### src/rtl/pcounter_cfg_target_if.sv
// Configuration bus between the pcounter initiator and the pcounter_cfg_target responder.
// Strobe semantics: an access is taken on the first cycle enable is high; rd_wr/addr/wdata are sampled then.
interface pcounter_cfg_target_if #(
  parameter int ADDR_W = 3,
  parameter int DATA_W = 10
) ();
  logic              enable;
  logic              rd_wr;
  logic [ADDR_W-1:0] addr;
  logic [DATA_W-1:0] wdata;
  logic [DATA_W-1:0] rdata;
  logic              rvalid;
  logic              err;

  modport master (
    output enable, rd_wr, addr, wdata,
    input  rdata, rvalid, err
  );

  modport slave (
    input  enable, rd_wr, addr, wdata,
    output rdata, rvalid, err
  );
endinterface

### src/rtl/pcounter_cfg_target.sv
// Responder for the pcounter configuration bus: control registers, the programmable
// up/down counter with saturate or auto-reload, and registered read-back.
module pcounter_cfg_target #(
  parameter int ADDR_W = 3,
  parameter int DATA_W = 10
) (
  input  logic                 clk,
  input  logic                 rst,
  pcounter_cfg_target_if.slave cfg,
  output logic [DATA_W-1:0]    counter_o,
  output logic                 wrap_o
);

  localparam logic [ADDR_W-1:0] A_CTRL  = ADDR_W'(0);
  localparam logic [ADDR_W-1:0] A_LOAD  = ADDR_W'(1);
  localparam logic [ADDR_W-1:0] A_LIMIT = ADDR_W'(2);
  localparam logic [ADDR_W-1:0] A_STEP  = ADDR_W'(3);
  localparam logic [ADDR_W-1:0] A_WRAPS = ADDR_W'(4);
  localparam logic [ADDR_W-1:0] A_COUNT = ADDR_W'(5);

  logic [2:0]        ctrl;
  logic [DATA_W-1:0] load_r;
  logic [DATA_W-1:0] limit_r;
  logic [DATA_W-1:0] step_r;
  logic [DATA_W-1:0] count_r;
  logic [DATA_W-1:0] wraps_r;

  logic              en_q;
  logic              armed;
  logic              accept;
  logic              wr_acc;
  logic              rd_acc;
  logic              wr_bad;
  logic              rd_bad;
  logic [DATA_W-1:0] rd_mux;
  logic [DATA_W-1:0] count_nx;
  logic              wrap_nx;
  logic [DATA_W:0]   sum_up;

  // armed stays low out of reset so a strobe left high across reset needs a fresh rising edge.
  assign accept = cfg.enable & ~en_q & armed;
  assign wr_acc = accept & ~cfg.rd_wr;
  assign rd_acc = accept & cfg.rd_wr;
  assign wr_bad = cfg.addr >= A_WRAPS;
  assign rd_bad = cfg.addr > A_COUNT;
  assign sum_up = {1'b0, count_r} + {1'b0, step_r};

  always_comb begin
    rd_mux = '0;
    case (cfg.addr)
      A_CTRL:  rd_mux = {{(DATA_W-3){1'b0}}, ctrl};
      A_LOAD:  rd_mux = load_r;
      A_LIMIT: rd_mux = limit_r;
      A_STEP:  rd_mux = step_r;
      A_WRAPS: rd_mux = wraps_r;
      A_COUNT: rd_mux = count_r;
      default: rd_mux = '0;
    endcase
  end

  // The step always uses the registers as they stood before this edge; a LOAD write overrides it.
  always_comb begin
    count_nx = count_r;
    wrap_nx  = 1'b0;
    if (wr_acc && cfg.addr == A_LOAD) begin
      count_nx = cfg.wdata;
    end else if (ctrl[0] && step_r != '0) begin
      if (!ctrl[1]) begin
        if (sum_up > {1'b0, limit_r}) begin
          if (ctrl[2]) begin
            count_nx = load_r;
            wrap_nx  = 1'b1;
          end else begin
            count_nx = limit_r;
          end
        end else begin
          count_nx = sum_up[DATA_W-1:0];
        end
      end else begin
        if (count_r < step_r) begin
          if (ctrl[2]) begin
            count_nx = limit_r;
            wrap_nx  = 1'b1;
          end else begin
            count_nx = '0;
          end
        end else begin
          count_nx = count_r - step_r;
        end
      end
    end
  end

  always_ff @(posedge clk or negedge rst) begin
    if (!rst) begin
      en_q    <= 1'b0;
      armed   <= 1'b0;
      ctrl    <= '0;
      load_r  <= '0;
      limit_r <= '1;
      step_r  <= DATA_W'(1);
      count_r <= '0;
      wraps_r <= '0;
      wrap_o  <= 1'b0;
    end else begin
      en_q    <= cfg.enable;
      if (!cfg.enable) armed <= 1'b1;
      count_r <= count_nx;
      wrap_o  <= wrap_nx;
      if (wrap_nx && wraps_r != '1) wraps_r <= wraps_r + DATA_W'(1);
      if (wr_acc) begin
        case (cfg.addr)
          A_CTRL:  ctrl    <= cfg.wdata[2:0];
          A_LOAD:  load_r  <= cfg.wdata;
          A_LIMIT: limit_r <= cfg.wdata;
          A_STEP:  step_r  <= cfg.wdata;
          default: ;
        endcase
      end
    end
  end

  always_ff @(posedge clk or negedge rst) begin
    if (!rst) begin
      cfg.rdata  <= '0;
      cfg.rvalid <= 1'b0;
      cfg.err    <= 1'b0;
    end else begin
      cfg.rvalid <= rd_acc;
      cfg.err    <= (wr_acc & wr_bad) | (rd_acc & rd_bad);
      if (rd_acc) cfg.rdata <= rd_mux;
    end
  end

  assign counter_o = count_r;

endmodule

### src/flat_wrapper.sv
// flat-port wrapper written by rule: the top's interface ports become plain ports
module pcounter_cfg_target_flat 
#(
  parameter int ADDR_W = 3,
  parameter int DATA_W = 10
)
  (clk, rst, counter_o, wrap_o, cfg_enable, cfg_rd_wr, cfg_addr, cfg_wdata, cfg_rdata, cfg_rvalid, cfg_err);
  pcounter_cfg_target_if #(.ADDR_W(ADDR_W), .DATA_W(DATA_W)) cfg_i ();
  input  logic clk;
  input  logic rst;
  output logic [DATA_W-1:0] counter_o;
  output logic wrap_o;
  input wire logic [$bits(cfg_i.enable)-1:0] cfg_enable;
  input wire logic [$bits(cfg_i.rd_wr)-1:0] cfg_rd_wr;
  input wire logic [$bits(cfg_i.addr)-1:0] cfg_addr;
  input wire logic [$bits(cfg_i.wdata)-1:0] cfg_wdata;
  output wire logic [$bits(cfg_i.rdata)-1:0] cfg_rdata;
  output wire logic [$bits(cfg_i.rvalid)-1:0] cfg_rvalid;
  output wire logic [$bits(cfg_i.err)-1:0] cfg_err;
  assign cfg_i.enable = cfg_enable;
  assign cfg_i.rd_wr = cfg_rd_wr;
  assign cfg_i.addr = cfg_addr;
  assign cfg_i.wdata = cfg_wdata;
  assign cfg_rdata = cfg_i.rdata;
  assign cfg_rvalid = cfg_i.rvalid;
  assign cfg_err = cfg_i.err;
  pcounter_cfg_target #(.ADDR_W(ADDR_W), .DATA_W(DATA_W)) u_core (.clk(clk), .rst(rst), .cfg(cfg_i), .counter_o(counter_o), .wrap_o(wrap_o));
endmodule
### config.mk
export PLATFORM = sky130hd
export DESIGN_NAME = pcounter_cfg_target_flat
export DESIGN_NICKNAME = d
export VERILOG_FILES = /design/src/rtl/pcounter_cfg_target_if.sv /design/src/rtl/pcounter_cfg_target.sv /design/src/flat_wrapper.sv
export SDC_FILE = /design/constraint.sdc
export NUM_CORES = 1
export LEC_CHECK = 0
export ABC_AREA = 1
export BUFFER_PORTS_ARGS = -buffer_cell sky130_fd_sc_hd__buf_2
export CAP_MARGIN = 20
export CORE_MARGIN = 2
export CORE_UTILIZATION = 40
export CTS_CLUSTER_DIAMETER = 80
export DETAILED_ROUTE_END_ITERATION = 7
export HOLD_SLACK_MARGIN = 0.05
export SYNTH_ARGS = -nofsm -noshare
export SYNTH_HDL_FRONTEND = slang
export SYNTH_SLANG_ARGS = --single-unit
### constraint.sdc
create_clock -name clk -period 3.2 [get_ports clk]
set_input_delay 0.64 -clock clk [delete_from_list [all_inputs] [get_ports clk]]
set_output_delay 0.64 -clock clk [all_outputs]
set_load 0.005 [all_outputs]
# [Word level (Yosys, flattened, before mapping)]
# Cells that the tools add are included.
[totals] output_inout_bits=23 reg_bits=68 wordCells=58 in_bits=17
[op_classes] order_cmp=4 muxes=14 bitwise=9 n_eq_ne=6 add_sub_neg=3 reduce_logical=10
[op_table] op="10-bit two-way mux" count=7
[op_table] op="10-bit one-hot mux with 6 select lines" count=1
[op_table] op="10-bit by 10-bit adder with 11-bit output" count=1
[op_table] op="11-bit by 10-bit greater-than comparator with 1-bit output" count=1
[op_table] op="10-bit by 1-bit adder with 10-bit output (second input constant)" count=1
[op_table] op="10-bit < comparator" count=1
[op_table] op="10-bit inequality test (second input constant)" count=1
[op_table] op="10-bit nonzero test" count=1
[op_table] op="10-bit subtractor" count=1
[op_table] op="2-bit AND reduction" count=4
[op_table] op="1-bit AND" count=6
[op_table] op="3-bit by 2-bit == test with 1-bit output (second input constant)" count=2
[op_table] op="3-bit == test (second input constant)" count=2
[op_table] op="1-bit two-way mux" count=6
[op_table] op="3-bit by 1-bit == test with 1-bit output (second input constant)" count=1
[op_table] op="3-bit greater-or-equal comparator (second input constant)" count=1
[op_table] op="3-bit greater-than comparator (second input constant)" count=1
[op_table] op="1-bit logical AND" count=3
[op_table] op="3-bit zero test" count=1
[op_table] op="1-bit NOT" count=2
[op_table] op="2-bit nonzero test" count=1
[op_table] op="1-bit bitwise OR" count=1

# [Longest topological paths before layout]
[depth] ltp_word=7 mapped_depth=25

# [Worst setup path before layout]
# Ideal clock, no wire load.
[synth_timing] kind="reg2reg" startpoint="reg u_core.step_r[0]" endpoint="reg u_core.count_r[1], in the netlist u_core.counter_o[1]" arrival_ns=3.124 stages_incl_launch_ff=26 setup_ns=0.118 path_slack_ns=-0.042 path_cell_list="dfstp_2 ha_1 inv_1 fa_1 nor2_1 o21ai_1 nand2_1 a21oi_1 xor2_1 inv_1 ha_1 nand2_1 inv_1 a21oi_1 nand2_1 nand2_1 nand2_1 nand2_1 nand2_1 nand2_1 clkbuf_1 nand3_1 nand3_1 nand2_1 nand2_1 nand2_1"
[synth_between] elab_chain_cells=6 word_cells_on_any_way=12
[synth_lines] item="start: declaration" line_no="pcounter_cfg_target.sv:24" source="logic [DATA_W-1:0] step_r;"
[synth_lines] item="start signal: assignment" line_no="pcounter_cfg_target.sv:116" source="A_STEP: step_r <= cfg.wdata;"
[synth_lines] item="10-bit by 10-bit adder with 11-bit output" line_no="pcounter_cfg_target.sv:46" source="assign sum_up = {1'b0, count_r} + {1'b0, step_r};"
[synth_lines] item="11-bit by 10-bit greater-than comparator with 1-bit output" line_no="pcounter_cfg_target.sv:69" source="if (sum_up > {1'b0, limit_r}) begin"
[synth_lines] item="10-bit two-way mux" line_no="pcounter_cfg_target.sv:69"
[synth_lines] item="10-bit two-way mux" line_no="pcounter_cfg_target.sv:68" source="if (!ctrl[1]) begin"
[synth_lines] item="10-bit two-way mux" line_no="pcounter_cfg_target.sv:67" source="end else if (ctrl[0] && step_r != '0) begin"
[synth_lines] item="10-bit two-way mux" line_no="pcounter_cfg_target.sv:65" source="if (wr_acc && cfg.addr == A_LOAD) begin"
[synth_lines] item="end signal: assignment" line_no="pcounter_cfg_target.sv:108" source="count_r <= count_nx;"
[synth_lines] item="end: declaration" line_no="pcounter_cfg_target.sv:25" source="logic [DATA_W-1:0] count_r;"
# Several ways; a longest one is shown, not always the timed one. The select of a mux whose other input is x is not followed.
# A chain may end at the register's enable or synchronous reset.

# [Worst setup path in the final report]
[layout_timing] startpoint="reg u_core.step_r[0]" endpoint="reg u_core.wraps_r[4]"
[layout_between] elab_chain_cells=7 word_cells_on_any_way=11
[layout_lines] item="10-bit by 10-bit adder with 11-bit output" line_no="pcounter_cfg_target.sv:46"
[layout_lines] item="11-bit by 10-bit greater-than comparator with 1-bit output" line_no="pcounter_cfg_target.sv:69"
[layout_lines] item="1-bit two-way mux" line_no="pcounter_cfg_target.sv:69"
[layout_lines] item="1-bit two-way mux" line_no="pcounter_cfg_target.sv:68"
[layout_lines] item="1-bit two-way mux (*)" line_no="pcounter_cfg_target.sv:67"
[layout_lines] item="1-bit two-way mux (*)" line_no="pcounter_cfg_target.sv:65"
[layout_lines] item="1-bit logical AND (*)" line_no="pcounter_cfg_target.sv:110" source="if (wrap_nx && wraps_r != '1) wraps_r <= wraps_r + DATA_W'(1);"
[layout_lines] item="end signal: assignment" line_no="pcounter_cfg_target.sv:110"
[layout_lines] item="end: declaration" line_no="pcounter_cfg_target.sv:26" source="logic [DATA_W-1:0] wraps_r;"
# Mark *: on every way between the ends. The rest lies on a longest branch, timed or not.

==> Implementation_results.wiki <==
{| class="wikitable"
! Metric !! Value
|-
| Area of the placeable core || around 12000 um^2
|-
| Max Clk Rate || approximately 0.3 GHz
|-
| Failing checks || negative setup slack
|-
| Area grow syn2layout || 22.9%
|-
| Number of nets in the layout || 800
|-
| Peak supply drop || 0.400 mV
|-
| Total number of vias || roughly 4700
|-
| Share of synthesized area occupied by flip-flops and latches || between 30 and 40%
|-
| Actual slew at the worst max-slew pin || 0.835 ns
|-
| Part of the cycle the worst path needs || 104%
|-
| Gate count of the mapped netlist || around 670
|-
| Number of buffers inserted by port buffering || 39
|-
| TritonCTS clock tree || done
|-
| WP depth || 23
|-
| Via count of the first global-routing pass || around 4500
|-
| Final hold violation count || 0
|-
| Crit path largest cell delay || 0.55 ns
|-
| Global-route wire length before repair || between 20000 and 25000 um
|-
| Worst path required time || 3.42 ns
|-
| Met2 demand-to-capacity share in global routing || around 38%
|-
| Syn_nets || roughly 700
|-
| Startpoint class of the critical path || flip-flop
|-
| Placed cell areas || between 5000 and 6000 um^2
|-
| Cell area after technology mapping || approximately 4800 um^2
|-
| Max-capacitance violation count || 0
|-
| Count of cells along the worst register-to-register path || 23
|-
| Final count of negative-setup-slack endpoints || 15
|-
| Initial antenna violation count || 0
|-
| Met1 routing resource usage after global routing || about a third
|-
| Number of nets with antenna violations after detailed routing || 0
|-
| Clock latency on the worst-skew pair || roughly 0.33 ns
|-
| Final Non-Filler Cells || 902
|-
| Slowest-stage cell, CP || sky130_fd_sc_hd__dfstp_2
|-
| Highest-count cells in the layout ignoring fill and taps || sky130_fd_sc_hd__nand2_1 (166), sky130_fd_sc_hd__inv_1 (105), sky130_fd_sc_hd__o21ai_0 (68)
|-
| IO Count || 40
|-
| Clk slew on worst S/H paths || around 0.05 ns
|-
| Most repeated library cell on the critical path || sky130_fd_sc_hd__nand2_1
|-
| Clock Path Buffers || 2
|-
| Power density over the cells || between 800 and 900 nW/um^2
|-
| Total Die Area || between 10000 and 15000 um^2
|-
| Family with the most delay on the worst path || simple AND/OR/NAND/NOR gates
|-
| Remaining design rule violation count || 0
|-
| Kind of capture point of the worst setup path || flip-flop
|-
| Unrepaired setup endpoints after global routing || true
|-
| Avg Inst Size Synth || 7.24 um^2
|-
| EDFF count, synth || 0
|-
| WL final || roughly 15000 um
|-
| Fraction of final layout cells sized beyond drive strength 1 || between 20% and 30%
|-
| Most used flip-flop cell after synthesis || sky130_fd_sc_hd__dfrtp_1
|-
| Post-layout min period || ~3.3 ns
|-
| Synth warnings || 0
|-
| Worst clock skew || 0.00587 ns
|-
| Number of design-rule violations left by the first detailed-router iteration || ~370
|-
| Wire length per cell after detailed routing || 16.1 um
|-
| Std cell rows || 40
|-
| Die X-Extent || approximately 110 um
|-
| Max transition margin || ~44%
|-
| FFs w/ async S/R, synth || between 90% and 100%
|-
| Final Instance Area || between 5000 and 6000 um^2
|-
| Fraction of the core area covered by cells at the end of the flow || between 40% and 50%
|-
| Count of distinct cell types in the synthesized netlist || 47
|-
| Antenna cells || 0
|-
| GRT Overall Usage || 23.6%
|-
| Number of levels in the clock H-tree || 3
|-
| Reported leakage power || 0.00303 uW
|-
| Height of the die || ~110 um
|-
| Cells taking the most area after synthesis || sky130_fd_sc_hd__dfrtp_1 (29%), sky130_fd_sc_hd__nand2_1 (13%), sky130_fd_sc_hd__inv_1 (8.2%)
|-
| Mean number of vias per cell || about 5.2
|-
| Initial standard-cell utilization of the core || approximately two fifths
|-
| Worst-path fanout max || 6
|-
| Number of register bits inferred by synthesis || between 60 and 70
|-
| GRT overflow || 0
|-
| CTS hold repair buffers || 0
|-
| Worst setup path category || flip-flop to flip-flop
|-
| Maximum number of pins on one net before global-route repair || 35
|-
| Yosys top cell by area || sky130_fd_sc_hd__dfrtp_1
|-
| CP Buf/Inv Count || 4
|-
| Most frequent standard cell in the layout excluding fill and tap cells || sky130_fd_sc_hd__nand2_1
|-
| CTS root buf || sky130_fd_sc_hd__clkbuf_16
|-
| Final max-slew violation count || 0
|-
| Synth top area share || between 20% and 30%
|-
| Number of optimization iterations in the first detailed-route pass || 5
|-
| Met3 capacity usage during global routing || 4.46%
|-
| Clock sink count || 68
|-
| Data arrival time at the worst-slack endpoint || 3.54 ns
|-
| Crit path setup slack, layout || -0.128 ns
|-
| DPL Wire Length || 11100 um
|-
| Most heavily used metal layer in global routing || met2
|-
| Final weighted congestion in routability-driven placement || ~0.97
|-
| Status || complete, but fails checks
|-
| Cells traversed along the worst timing path || ha_4 -> inv_2 -> fa_2 -> nor2_1 -> o21ai_1 -> nand2_1 -> buf_6 -> nand3_2 -> nand2_2 -> xor2_2 -> ha_1 -> nand2_1 -> inv_1 -> nand2_1 -> nand2_1 -> nand2_1 -> nand2_2 -> nand2_4 -> nand3_4 -> nand2_4 -> clkinvlp_4 -> nand3_2 -> nand2_1
|-
| Hold crit path type || primary input to async pin
|-
| Placed Instances || ~870
|-
| CTS buffer count || 9
|}
-- cell type report --
class / count / area [um^2]
clock buffers: 13 / 240
well taps: 147 / 184
repair buffers: 90 / 593
multi-input cells: 467 / 2730
clock inverters: 3 / 40.0
repair inverters: 1 / 7.51
inverters: 113 / 432
fillers: 1227 / 5970
flip-flops and latches: 68 / 1720
-- path summary, 6_finish.rpt --
| check | startpoint | endpoint | slack, ns |
|---|---|---|---|
| setup / recovery | u_core.step_r[0]$_DFFE_PN1P_ | u_core.wraps_r[4]$_DFFE_PN0P_ | -0.13 |
| hold reg to reg | u_core.armed$_DFFE_PN0N_ | u_core.armed$_DFFE_PN0N_ | 0.44 |
| hold / removal | rst | u_core.en_q$_DFF_PN0_ | 0.41 |
| max in group asynchronous | rst | u_core.limit_r[0]$_DFFE_PN1P_ | 1.96 |
| setup reg to reg | u_core.step_r[0]$_DFFE_PN1P_ | u_core.wraps_r[4]$_DFFE_PN0P_ | -0.13 |
| min in group clk | u_core.armed$_DFFE_PN0N_ | u_core.armed$_DFFE_PN0N_ | 0.44 |
-- flip-flops by register name, indices dropped and copies added (netlist names), 3 cells and up --
signal            flops
u_core.cfg.rdata     10
u_core.counter_o     10
u_core.ctrl           3
u_core.limit_r       10
u_core.load_r        10
u_core.step_r        10
u_core.wraps_r       10
-- kinds of logic after synthesis --
| kind of cell | synth area share [%] |
|---|---|
| compound gates | 14.8 |
| xor+xnor | 3.26 |
| fa+ha+maj | 8.84 |
| buf+inv | 11.2 |
| flops | 35.4 |
| simple gates | 26.4 |
-- routing by layer --
layer  up-vias  routed length, um
met5         -                  0
met4         0                292
met3        20                880
met2       143               6660
met1      2218               6700
li1       2328                  -
-- stage by stage --
stage / power [uW] / hold WS (ns) / setup TNS (ns) / setup WS, ns
after floorplan: 3050 / 0.344 / 0 / 0.0649
after global placement: 3930 / 0.425 / -0.740 / -0.0725
after detailed placement: 3960 / 0.431 / -2.26 / -0.163
after CTS: 5070 / 0.426 / -0.00703 / -0.00703
after global routing: 5790 / 0.452 / -5.10 / -0.319
final: 5350 / 0.407 / -1.18 / -0.128
-- cell usage after synthesis (2+ instances only) --
library cell and instances:
sky130_fd_sc_hd__o21bai_1 3, sky130_fd_sc_hd__dfstp_2 11, sky130_fd_sc_hd__nand2_1 173, sky130_fd_sc_hd__inv_2 5
sky130_fd_sc_hd__a21oi_2 2, sky130_fd_sc_hd__o21ai_0 69, sky130_fd_sc_hd__buf_4 3, sky130_fd_sc_hd__fa_1 2
sky130_fd_sc_hd__xor2_1 18, sky130_fd_sc_hd__buf_6 3, sky130_fd_sc_hd__inv_1 106, sky130_fd_sc_hd__nor3_1 13
sky130_fd_sc_hd__nand4_1 4, sky130_fd_sc_hd__clkbuf_2 2, sky130_fd_sc_hd__nor2_1 26, sky130_fd_sc_hd__clkbuf_1 9
sky130_fd_sc_hd__or2_2 3, sky130_fd_sc_hd__dfrtp_1 57, sky130_fd_sc_hd__a21oi_1 20, sky130_fd_sc_hd__ha_1 31
sky130_fd_sc_hd__a31oi_1 2, sky130_fd_sc_hd__o221ai_1 3, sky130_fd_sc_hd__buf_2 2, sky130_fd_sc_hd__nand3_1 55
sky130_fd_sc_hd__nand3_2 2, sky130_fd_sc_hd__o31ai_1 3, sky130_fd_sc_hd__nand2_4 2, sky130_fd_sc_hd__nor3_4 2
sky130_fd_sc_hd__o22ai_1 19
-- where the power goes --
group	switching, uW	total (uW)	internal, uW
combinational	1880	3180	1290
clock	362	964	602
sequential	153	1210	1050
total	2400	5350	2950
-- timing repair --
action / 4_1_cts / 5_1_grt
setup buffers: 4 / 7
cloned: 1 / 0
pin swaps: 7 / 20
setup endpoints to repair: 21 / 21
resized for setup: 16 / 22
No activity file was read; power rests on OpenSTA's default activity.
